$ cat src/rtl/life_gen_seq_pkg.sv
// Shared types and size helpers for the Life generation sequencer.
// Sizes derive from the grid dimensions.
package life_gen_seq_pkg;

  typedef enum logic [1:0] {
    S_IDLE,
    S_STREAM,
    S_DRAIN,
    S_DONE
  } life_state_e;

  function automatic int life_n(input int x, input int y);
    return (y + 2) * x + 1;
  endfunction

  function automatic int life_a(input int lx, input int ly);
    return lx + ly + 1;
  endfunction

endpackage

$ cat src/rtl/life_gen_seq_addr_gen.sv
// Maps stream index k to cell-memory read and write row/col.
// Read rows walk Y-1,0..Y-1,0 then (1,0); writes trail by 2X+1.
module life_addr_gen
  import life_gen_seq_pkg::*;
#(
  parameter int X     = 8,
  parameter int LOG2X = 3,
  parameter int LOG2Y = 3,
  parameter int CW    = LOG2X + LOG2Y,
  parameter int KW    = LOG2X + LOG2Y + 2
) (
  input  logic [CW-1:0]    i_rk,
  input  logic [KW-1:0]    i_wk,
  output logic [LOG2Y-1:0] o_rd_row,
  output logic [LOG2X-1:0] o_rd_col,
  output logic [LOG2Y-1:0] o_wr_row,
  output logic [LOG2X-1:0] o_wr_col,
  output logic             o_wr_ok
);

  localparam logic [KW-1:0] WOFF = KW'(2 * X + 1);

  logic [CW-1:0] w_widx;

  // (e + Y - 1) mod Y only needs the low LOG2Y bits of e
  assign o_rd_row = i_rk[CW-1:LOG2X] - LOG2Y'(1);
  assign o_rd_col = i_rk[LOG2X-1:0];

  assign w_widx   = i_wk[CW-1:0] - CW'(2 * X + 1);
  assign o_wr_row = w_widx[CW-1:LOG2X];
  assign o_wr_col = w_widx[LOG2X-1:0];
  assign o_wr_ok  = (i_wk >= WOFF);

endmodule

$ cat src/rtl/life_gen_seq.sv
// Life generation sequencer: streams one bank through the window
// pipes and writes next-state cells into the other bank.
module life_gen_seq
  import life_gen_seq_pkg::*;
#(
  parameter int X     = 8,
  parameter int Y     = 8,
  parameter int LOG2X = 3,
  parameter int LOG2Y = 3
) (
  input  logic                   clk,
  input  logic                   rst_n,
  input  logic                   start,
  input  logic [7:0]             gens,
  output logic                   busy,
  output logic                   done,
  output logic [7:0]             gen_cnt,
  output logic                   bank,
  output logic                   rd_en,
  output logic [LOG2X+LOG2Y:0]   rd_addr,
  input  logic                   rd_data,
  output logic                   shift_en,
  output logic                   cell_in,
  input  logic                   next_cell,
  output logic                   wr_en,
  output logic [LOG2X+LOG2Y:0]   wr_addr,
  output logic                   wr_data
);

  localparam int A  = life_a(LOG2X, LOG2Y);
  localparam int N  = life_n(X, Y);
  localparam int CW = LOG2X + LOG2Y;
  localparam int KW = LOG2X + LOG2Y + 2;
  localparam logic [KW-1:0] KLAST = KW'(N - 1);

  life_state_e      r_state;
  logic [KW-1:0]    r_k;
  logic [KW-1:0]    r_k1;
  logic [7:0]       r_gen_cnt;
  logic [7:0]       r_gens;
  logic             r_bank;
  logic             r_drain;
  logic             r_sh;
  logic             r_wr;
  logic [LOG2Y-1:0] r_wr_row;
  logic [LOG2X-1:0] r_wr_col;

  logic             w_rd_en;
  logic [7:0]       w_gen_nx;
  logic [LOG2Y-1:0] w_rd_row;
  logic [LOG2X-1:0] w_rd_col;
  logic [LOG2Y-1:0] w_wr_row;
  logic [LOG2X-1:0] w_wr_col;
  logic             w_wr_ok;
  logic [A-1:0]     w_rd_addr;
  logic [A-1:0]     w_wr_addr;

  life_addr_gen #(
    .X     (X),
    .LOG2X (LOG2X),
    .LOG2Y (LOG2Y)
  ) u_addr (
    .i_rk     (r_k[CW-1:0]),
    .i_wk     (r_k1),
    .o_rd_row (w_rd_row),
    .o_rd_col (w_rd_col),
    .o_wr_row (w_wr_row),
    .o_wr_col (w_wr_col),
    .o_wr_ok  (w_wr_ok)
  );

  assign w_rd_en  = (r_state == S_STREAM);
  assign w_gen_nx = r_gen_cnt + 8'd1;

  always_ff @(posedge clk or negedge rst_n) begin
    if (!rst_n) begin
      r_state   <= S_IDLE;
      r_k       <= '0;
      r_gen_cnt <= '0;
      r_gens    <= '0;
      r_bank    <= 1'b0;
      r_drain   <= 1'b0;
    end else begin
      unique case (r_state)
        S_IDLE: begin
          if (start) begin
            r_gens    <= gens;
            r_gen_cnt <= '0;
            r_k       <= '0;
            r_state   <= (gens != 8'd0) ? S_STREAM : S_DONE;
          end
        end
        S_STREAM: begin
          if (r_k == KLAST) begin
            r_k     <= '0;
            r_drain <= 1'b0;
            r_state <= S_DRAIN;
          end else begin
            r_k <= r_k + KW'(1);
          end
        end
        S_DRAIN: begin
          if (r_drain) begin
            r_gen_cnt <= w_gen_nx;
            r_bank    <= ~r_bank;
            r_state   <= (w_gen_nx < r_gens) ? S_STREAM : S_DONE;
          end else begin
            r_drain <= 1'b1;
          end
        end
        S_DONE:  r_state <= S_IDLE;
        default: r_state <= S_IDLE;
      endcase
    end
  end

  // Strobe delays: pipe shift one cycle after read, write one after that
  always_ff @(posedge clk or negedge rst_n) begin
    if (!rst_n) begin
      r_sh     <= 1'b0;
      r_wr     <= 1'b0;
      r_k1     <= '0;
      r_wr_row <= '0;
      r_wr_col <= '0;
    end else begin
      r_sh     <= w_rd_en;
      r_k1     <= r_k;
      r_wr     <= r_sh & w_wr_ok;
      r_wr_row <= w_wr_row;
      r_wr_col <= w_wr_col;
    end
  end

  assign w_rd_addr = {r_bank, w_rd_row, w_rd_col};
  assign w_wr_addr = {~r_bank, r_wr_row, r_wr_col};

  assign busy     = (r_state == S_STREAM) || (r_state == S_DRAIN);
  assign done     = (r_state == S_DONE);
  assign gen_cnt  = r_gen_cnt;
  assign bank     = r_bank;
  assign rd_en    = w_rd_en;
  assign rd_addr  = w_rd_addr;
  assign shift_en = r_sh;
  assign cell_in  = rd_data;
  assign wr_en    = r_wr;
  assign wr_addr  = w_wr_addr;
  assign wr_data  = next_cell;

endmodule

$ cat config.mk
export PLATFORM = sky130hd
export DESIGN_NAME = life_gen_seq
export DESIGN_NICKNAME = d
export VERILOG_FILES = /design/src/rtl/life_gen_seq_pkg.sv /design/src/rtl/life_gen_seq_addr_gen.sv /design/src/rtl/life_gen_seq.sv
export SDC_FILE = /design/constraint.sdc
export NUM_CORES = 1
export LEC_CHECK = 0
export BUFFER_PORTS_ARGS = -buffer_cell sky130_fd_sc_hd__buf_4
export CAP_MARGIN = 25
export CELL_PAD_IN_SITES_DETAIL_PLACEMENT = 1
export CELL_PAD_IN_SITES_GLOBAL_PLACEMENT = 2
export CORE_UTILIZATION = 35
export DETAILED_ROUTE_END_ITERATION = 6
export MAX_ROUTING_LAYER = met4
export PLACE_DENSITY = 0.84
export SYNTH_ARGS = -nofsm -noshare
export SYNTH_HDL_FRONTEND = slang
export SYNTH_SLANG_ARGS = --single-unit
$ cat constraint.sdc
create_clock -name clk -period 2.5 [get_ports clk]
set_input_delay 0.625 -clock clk [delete_from_list [all_inputs] [get_ports clk]]
set_output_delay 0.625 -clock clk [all_outputs]
set_load 0.02 [all_outputs]
==> results.sh, run 1 <==
export IMPL_yosysTopAreaCell="dfrtp_1"
export IMPL_synth_area_leaders="dfrtp_1 (47%), ha_1 (9.6%), mux2_2 (3.9%)"
export IMPL_synth_top_area_share_pct=47.1
export IMPL_synth_nets=251
export IMPL_multi_input_area_sq_um=1060
export IMPL_status="completed"
export IMPL_r2r_end="r_state[1]"
export IMPL_htreeDepth=2
export IMPL_hpwlAfterDp_microns=3860
export IMPL_finalSetupTns_ns=0
export IMPL_die_x_microns=83.7
export IMPL_p_per_area_nw_per_um2=1110
export IMPL_tightest_slew_ns=0.632
export IMPL_n_antenna_cell=0
export IMPL_cts_resized=0
export IMPL_slew_headroom_pct=57.4
export IMPL_fmax_mhz=449
export IMPL_finalWirelength_microns=5210
export IMPL_critPathLaunchType="flip-flop"
export IMPL_yosysSeqAreaShare_pct=47.1
export IMPL_clock_path_buffers=2
export IMPL_cp_endpoint="rd_addr[5]"
export IMPL_synth_warnings=0
export IMPL_start_util_pct=36.6
export IMPL_synth_avg_cell_area_sq_um=10.6
export IMPL_drtAntennaViolNets=0
export IMPL_antenna_found_initial=0
export IMPL_max_cap_viol_count=0
export IMPL_clk_latency_ns=0.30
export IMPL_fin_worst_skew_ns=0.0141
export IMPL_yosysUniqueCellTypes=49
export IMPL_vias=1707
export IMPL_die_y_microns=83.7
export IMPL_drt_iter0_drc=37
export IMPL_synthFlopType="dfrtp_1"
export IMPL_setup_viol=0
export IMPL_cts_sinks=44
export IMPL_numPortBuffers=38
export IMPL_post_route_min_period_ns=2.23
export IMPL_drive_gt1_share_pct=23.1
export IMPL_finalCritPeriodShare_pct=89.0
export IMPL_yosys_top_cells_count="dfrtp_1 (44), inv_1 (23), ha_1 (18)"
export IMPL_grt_pass1_wl_microns=8880
export IMPL_async_flop_share_pct=100
export IMPL_worstPathRequired_ns=1.88
export IMPL_wire_per_inst_microns=15.7
export IMPL_finalNetCount=285
export IMPL_ioPinCount=43
export IMPL_cp_max_fo=10
export IMPL_worstPathArrival_ns=1.60
export IMPL_grt_start_max_net_pins=45
export IMPL_hold_class="in2async"
export IMPL_die_area_sq_um=7010
export IMPL_rsz0062_at_grt="no"
export IMPL_hold_viol_final=0
export IMPL_irDropWorstVdd_v=0.000591
export IMPL_nFillCells=740
export IMPL_cts_root_buf="clkbuf_8"
export IMPL_cp_startpoint="r_k[3]"
export IMPL_worstSetupEndpointType="output port"
export IMPL_cts_tree="yes"
export IMPL_leakagePower_nw=1.33
export IMPL_grt_pass1_vias=1737
export IMPL_crit_type="reg2out"
export IMPL_gr_usage_all_layers_pct=16.3
export IMPL_grt_overflow=0
export IMPL_synth_most_common_cell="dfrtp_1"
export IMPL_vias_per_cell=5.14
export IMPL_r2r_cells=7
export IMPL_reg2reg_slack_ns=0.30
export IMPL_seq_area_sq_um=1100
export IMPL_syn_area_sq_um=2340
export IMPL_post_cts_buffers=0
export IMPL_ys_seq_elements=44
export IMPL_syn_inst=220
export IMPL_drt_first_pass_iters=4
export IMPL_cts_buffers=5
export IMPL_ctsHoldBuffers=0
export IMPL_utilization_pct=43.2
export IMPL_fp_coreArea_sq_um=6390
export IMPL_drv_slew=0
export IMPL_fp_row_count=29
export IMPL_gp_congestion=0.739
export IMPL_synth_edf_count=0
export IMPL_synthToLayoutAreaGrowth_pct=17.9
export IMPL_clkTransAtPathRegs_ns=0.10
export IMPL_drcViolationCount=0
export IMPL_r2r_start="gen_cnt[0]"
==> layout make-up <==
| cell class | count | area share [%] |
|---|---|---|
| tap | 77 | 3.50 |
| multi-input combinational | 139 | 38.4 |
| inverter | 24 | 3.27 |
| clock buffer | 5 | 2.50 |
| clock inverter | 3 | 1.54 |
| timing repair buffer | 40 | 10.9 |
| sequential | 44 | 39.9 |
==> report_power, final <==
part	switching [mW]	leakage [nW]	internal, mW
combinational	0.807	0.711	0.587
sequential	0.186	0.561	0.927
clock	0.261	0.0541	0.296
total	1.25	1.33	1.81
==> worst min-delay path by stage <==
stage / startpoint / end / slack, ns / cells after the start
final: rst_n / r_k[0] / 0.31 / 1
after global routing: rst_n / r_wr_col[1] / 0.35 / 1
after CTS: rst_n / r_k[0] / 0.35 / 1
after detailed placement: r_k1[5] / r_wr_row[2] / 0.47 / 1
after global placement: r_k[7] / r_k1[7] / 0.45 / 0
after floorplan: rst_n / bank / 0.33 / 0
==> sequential cells by signal (all words and copies together) (netlist names) <==
register	flops
gen_cnt	8
r_gens	8
r_k1	8
r_k	8
r_wr_col	3
r_wr_row	3
r_state	2
bank	1
r_drain	1
shift_en	1
wr_en	1
==> cell families (layout without fill, tap and decap cells) <==
family | count (synthesis) | after routing | synth area share (%)
XOR/XNOR | 12 | 12 | 4.50
multiplexers | 8 | 8 | 3.85
AND/OR/NAND/NOR | 53 | 53 | 12.3
AO/OA/AOI/OAI | 48 | 48 | 15.0
buffers and inverters | 37 | 72 | 7.65
flip-flops | 44 | 44 | 47.1
adder cells (fa/ha/maj) | 18 | 18 | 9.64
==> per-stage QoR <==
stage          area (sq um)  hold WS (ns)  total power, mW  cells  worst slack (ns)
2_1_floorplan          2340         0.329             2.08    220             0.367
5_1_grt                2760         0.347             3.28    332             0.150
3_3_place_gp           2650         0.451             2.48    324             0.392
3_5_place_dp           2650         0.474             2.53    324             0.287
6_report               2760         0.309             3.06    332             0.274
4_1_cts                2760         0.345             3.10    332             0.262
==> routing by layer <==
layer	GRT usage, %	share of wire, %	vias up	wire [microns]
li1	-	-	828	-
met1	21.4	49	841	2540
met2	26.1	47	33	2470
met3	2.77	2.8	5	148
met4	4.62	1.2	0	61
met5	-	0	-	0
==> critical path, stage by stage, from the launching register on <==
cell and delay [ns]:
dfrtp_1 0.58, inv_1 0.13, ha_1 0.24, xor2_1 0.17, buf_4 0.18
==> layout by cell type, fill, tap and decap left out, types with 4 or more instances in the layout <==
| master | netlist | final |
|---|---|---|
| buf_4 | 6 | 40 |
| a22o_1 | 5 | 5 |
| nor3_1 | 6 | 6 |
| xnor2_1 | 4 | 4 |
| o21ai_0 | 10 | 10 |
| xor2_1 | 8 | 8 |
| mux2_2 | 8 | 8 |
| clkbuf_8 | 0 | 5 |
| dfrtp_1 | 44 | 44 |
| nand2_1 | 16 | 16 |
| a21oi_1 | 10 | 10 |
| nor2_1 | 8 | 8 |
| inv_1 | 23 | 23 |
| nand3_1 | 6 | 6 |
| ha_1 | 18 | 18 |
No activity file was read; power rests on OpenSTA's default activity.
==> inputs of run 2 (changes only) <==
--- a/config.mk
+++ b/config.mk
@@ -5,11 +5,12 @@
 export SDC_FILE = /design/constraint.sdc
 export NUM_CORES = 1
 export LEC_CHECK = 0
+export ABC_AREA = 1
 export BUFFER_PORTS_ARGS = -buffer_cell sky130_fd_sc_hd__buf_4
 export CAP_MARGIN = 25
 export CELL_PAD_IN_SITES_DETAIL_PLACEMENT = 1
 export CELL_PAD_IN_SITES_GLOBAL_PLACEMENT = 2
-export CORE_UTILIZATION = 35
+export CORE_UTILIZATION = 33
 export DETAILED_ROUTE_END_ITERATION = 6
 export MAX_ROUTING_LAYER = met4
 export PLACE_DENSITY = 0.84
==> run 2 against run 1 <==
  * Final area about the same
  * Largest cell class unchanged
  * Flip-flop and latch count stayed put
  * Wire length decreased by 7.0%
  * Combinational power fell by 6%
  * Die area up 4.5%
  * Via count rose by 3.3%
  * Core utilization down 2.3 points
==> results.sh, run 2 <==
export IMPL_ys_seq_elements=44
export IMPL_yosysSeqAreaShare_pct=47.8
export IMPL_slowest_stage="dfrtp_1"
export IMPL_ioPinCount=43
export IMPL_max_cap_viol_count=0
export IMPL_htreeDepth=2
export IMPL_status="completed"
export IMPL_pre_cts_slack_ns=0.483
export IMPL_path_delay_family="flip-flops"
export IMPL_utilization_pct=40.8
export IMPL_worstPathArrival_ns=1.41
export IMPL_drv_slew=0
export IMPL_grt_overflow=0
export IMPL_worstPathRequired_ns=1.88
export IMPL_grt_pass1_wl_microns=8390
export IMPL_hold_class="in2async"
export IMPL_wire_per_inst_microns=12.6
export IMPL_ctsHoldBuffers=0
export IMPL_antenna_found_initial=0
export IMPL_muxShareOfSynthArea_pct=0
export IMPL_swShare_pct=42.1
export IMPL_clk_latency_ns=0.30
export IMPL_final_common_cell="nand2_1"
export IMPL_cp_max_fo=6
export IMPL_leakagePower_nw=1.49
export IMPL_crit_type="reg2out"
export IMPL_yosys_top_cells_count="nand2_1 (55), inv_1 (49), dfrtp_1 (44)"
export IMPL_gr_usage_all_layers_pct=14.9
export IMPL_synth_warnings=0
export IMPL_synth_most_common_cell="nand2_1"
export IMPL_setup_viol=0
export IMPL_synth_xor_area_share_pct=3.80
export IMPL_cts_resized=0
export IMPL_tightest_slew_ns=0.559
export IMPL_slew_headroom_pct=62.7
export IMPL_synth_area_leaders="dfrtp_1 (48%), ha_1 (9.8%), nand2_1 (9.0%)"
export IMPL_synth_avg_cell_area_sq_um=8.66
export IMPL_vias_per_cell=4.58
export IMPL_stdcell_area_sq_um=2760
export IMPL_drt_iter0_drc=50
export IMPL_drtAntennaViolNets=0
export IMPL_critPathMaxStageDelay_ns=0.45
export IMPL_drt_first_pass_iters=4
export IMPL_hpwlAfterDp_microns=3720
export IMPL_fp_row_count=30
export IMPL_cts_root_buf="clkbuf_8"
export IMPL_synth_edf_count=0
export IMPL_syn_inst=266
export IMPL_hold_viol_final=0
export IMPL_vias=1764
export IMPL_fin_ws_ns=0.466
export IMPL_p_int_mw=1.69
export IMPL_mostFrequentLayoutCells="nand2_1 (55), inv_1 (49), dfrtp_1 (44)"
export IMPL_worstSetupEndpointType="output port"
export IMPL_r2r_start="gen_cnt[0]"
export IMPL_rsz0062_at_grt="no"
export IMPL_fmax_mhz=492
export IMPL_cp_startpoint="r_k[3]"
export IMPL_p_per_area_nw_per_um2=1060
export IMPL_drcViolationCount=0
export IMPL_die_area_sq_um=7320
export IMPL_seqPwrFrac_pct=36.3
export IMPL_critPathLaunchType="flip-flop"
export IMPL_clock_path_buffers=2
export IMPL_n_antenna_cell=0
export IMPL_fp_coreArea_sq_um=6760
export IMPL_start_util_pct=34.1
export IMPL_post_dp_cell_area_sq_um=2640
export IMPL_synth_compound_area_share_pct=8.36
export IMPL_yosysTopAreaCell="dfrtp_1"
export IMPL_synth_fa_ha_area_share_pct=9.77
export IMPL_yosysUniqueCellTypes=29
export IMPL_synth_top_family_by_area="simple AND/OR/NAND/NOR gates"
export IMPL_numPortBuffers=38
export IMPL_gp_congestion=0.769
export IMPL_syn_area_sq_um=2300
export IMPL_synth_top_area_share_pct=47.8
export IMPL_critPathBufInv=2
export IMPL_synth_nets=297
export IMPL_synthToLayoutAreaGrowth_pct=19.7
export IMPL_drive_gt1_share_pct=19.7
export IMPL_whs_ns=0.301
export IMPL_finalWirelength_microns=4850
export IMPL_combPwrFrac_pct=44.4
export IMPL_cts_sinks=44
export IMPL_clkTransAtPathRegs_ns=0.09
export IMPL_clkPwrFrac_pct=19.3
export IMPL_finalSetupTns_ns=0
export IMPL_fin_worst_skew_ns=0.00604
export IMPL_irDropWorstVdd_v=0.000759
export IMPL_die_x_microns=85.6
export IMPL_path_cells="inv_1, ha_1, xor2_1, buf_4"
export IMPL_yosys_area_share_simple_pct=19.7
export IMPL_cts_buffers=5
export IMPL_finalCritPeriodShare_pct=81.4
export IMPL_grt_start_max_net_pins=45
export IMPL_p_sw_mw=1.23
export IMPL_cts_tree="yes"
export IMPL_async_flop_share_pct=100
export IMPL_synthFlopType="dfrtp_1"
export IMPL_finalNetCount=335
export IMPL_grt_pass1_vias=1791
export IMPL_post_route_min_period_ns=2.03
export IMPL_post_cts_buffers=0
export IMPL_die_y_microns=85.6
[run 2: changes by cell type in the layout (fill, tap and decap cells not counted), sizes merged, moves of 5 or more]
cell	previous run	this run
mux2	8	0
o21ai	11	20
nand2	16	58
a22o	5	0
inv	24	52
nor2	8	17
[run 2: metal layers]
metal	track usage, %	wire, microns	share of wire (%)	up-vias
li1	-	-	-	896
met1	20.1	2470	51	836
met2	23.1	2200	45	28
met3	1.92	112	2.3	4
met4	5.61	61	1.3	0
met5	-	0	0	-
[run 2: layout make-up]
type | instances | area (sq um)
clock buffer | 5 | 68.8
clock inverter | 3 | 47.5
fill | 829 | 4000
inverter | 52 | 195
multi-input combinational | 163 | 960
sequential | 44 | 1100
tap | 80 | 100
timing repair buffer | 38 | 285
[run 2: cells by family (layout without fill, tap and decap cells)]
logic type	Yosys count	count (layout)
adder cells (fa/ha/maj)	18	18
flip-flops	44	44
AND/OR/NAND/NOR	99	99
XOR/XNOR	10	10
buffers and inverters	59	98
AO/OA/AOI/OAI	36	36
[run 2: worst paths after layout]
check	cells past startpoint	slack [ns]	endpoint
min reg2reg	1	0.47	r_wr_row[2]
min	1	0.30	r_wr_col[2]
max reg2reg	12	0.48	r_state[1]
min in group clk	1	0.47	r_wr_row[2]
max in group asynchronous	1	1.80	r_gens[5]
max	4	0.47	rd_addr[5]
[run 2: power by group through the flow]
stage | clock network (mW) | registers (mW) | logic, mW
after global placement | 0 | 1.07 | 1.29
after detailed placement | 0 | 1.08 | 1.32
after floorplan | 0 | 1.13 | 0.820
after global routing | 0.605 | 1.08 | 1.48
after CTS | 0.580 | 1.06 | 1.33
final | 0.563 | 1.06 | 1.30
[run 2: per-stage QoR]
| step | cells | power [mW] |
|---|---|---|
| 6_report | 385 | 2.92 |
| 5_1_grt | 385 | 3.17 |
| 4_1_cts | 385 | 2.97 |
| 3_5_place_dp | 377 | 2.39 |
| 3_3_place_gp | 377 | 2.36 |
| 2_1_floorplan | 266 | 1.95 |
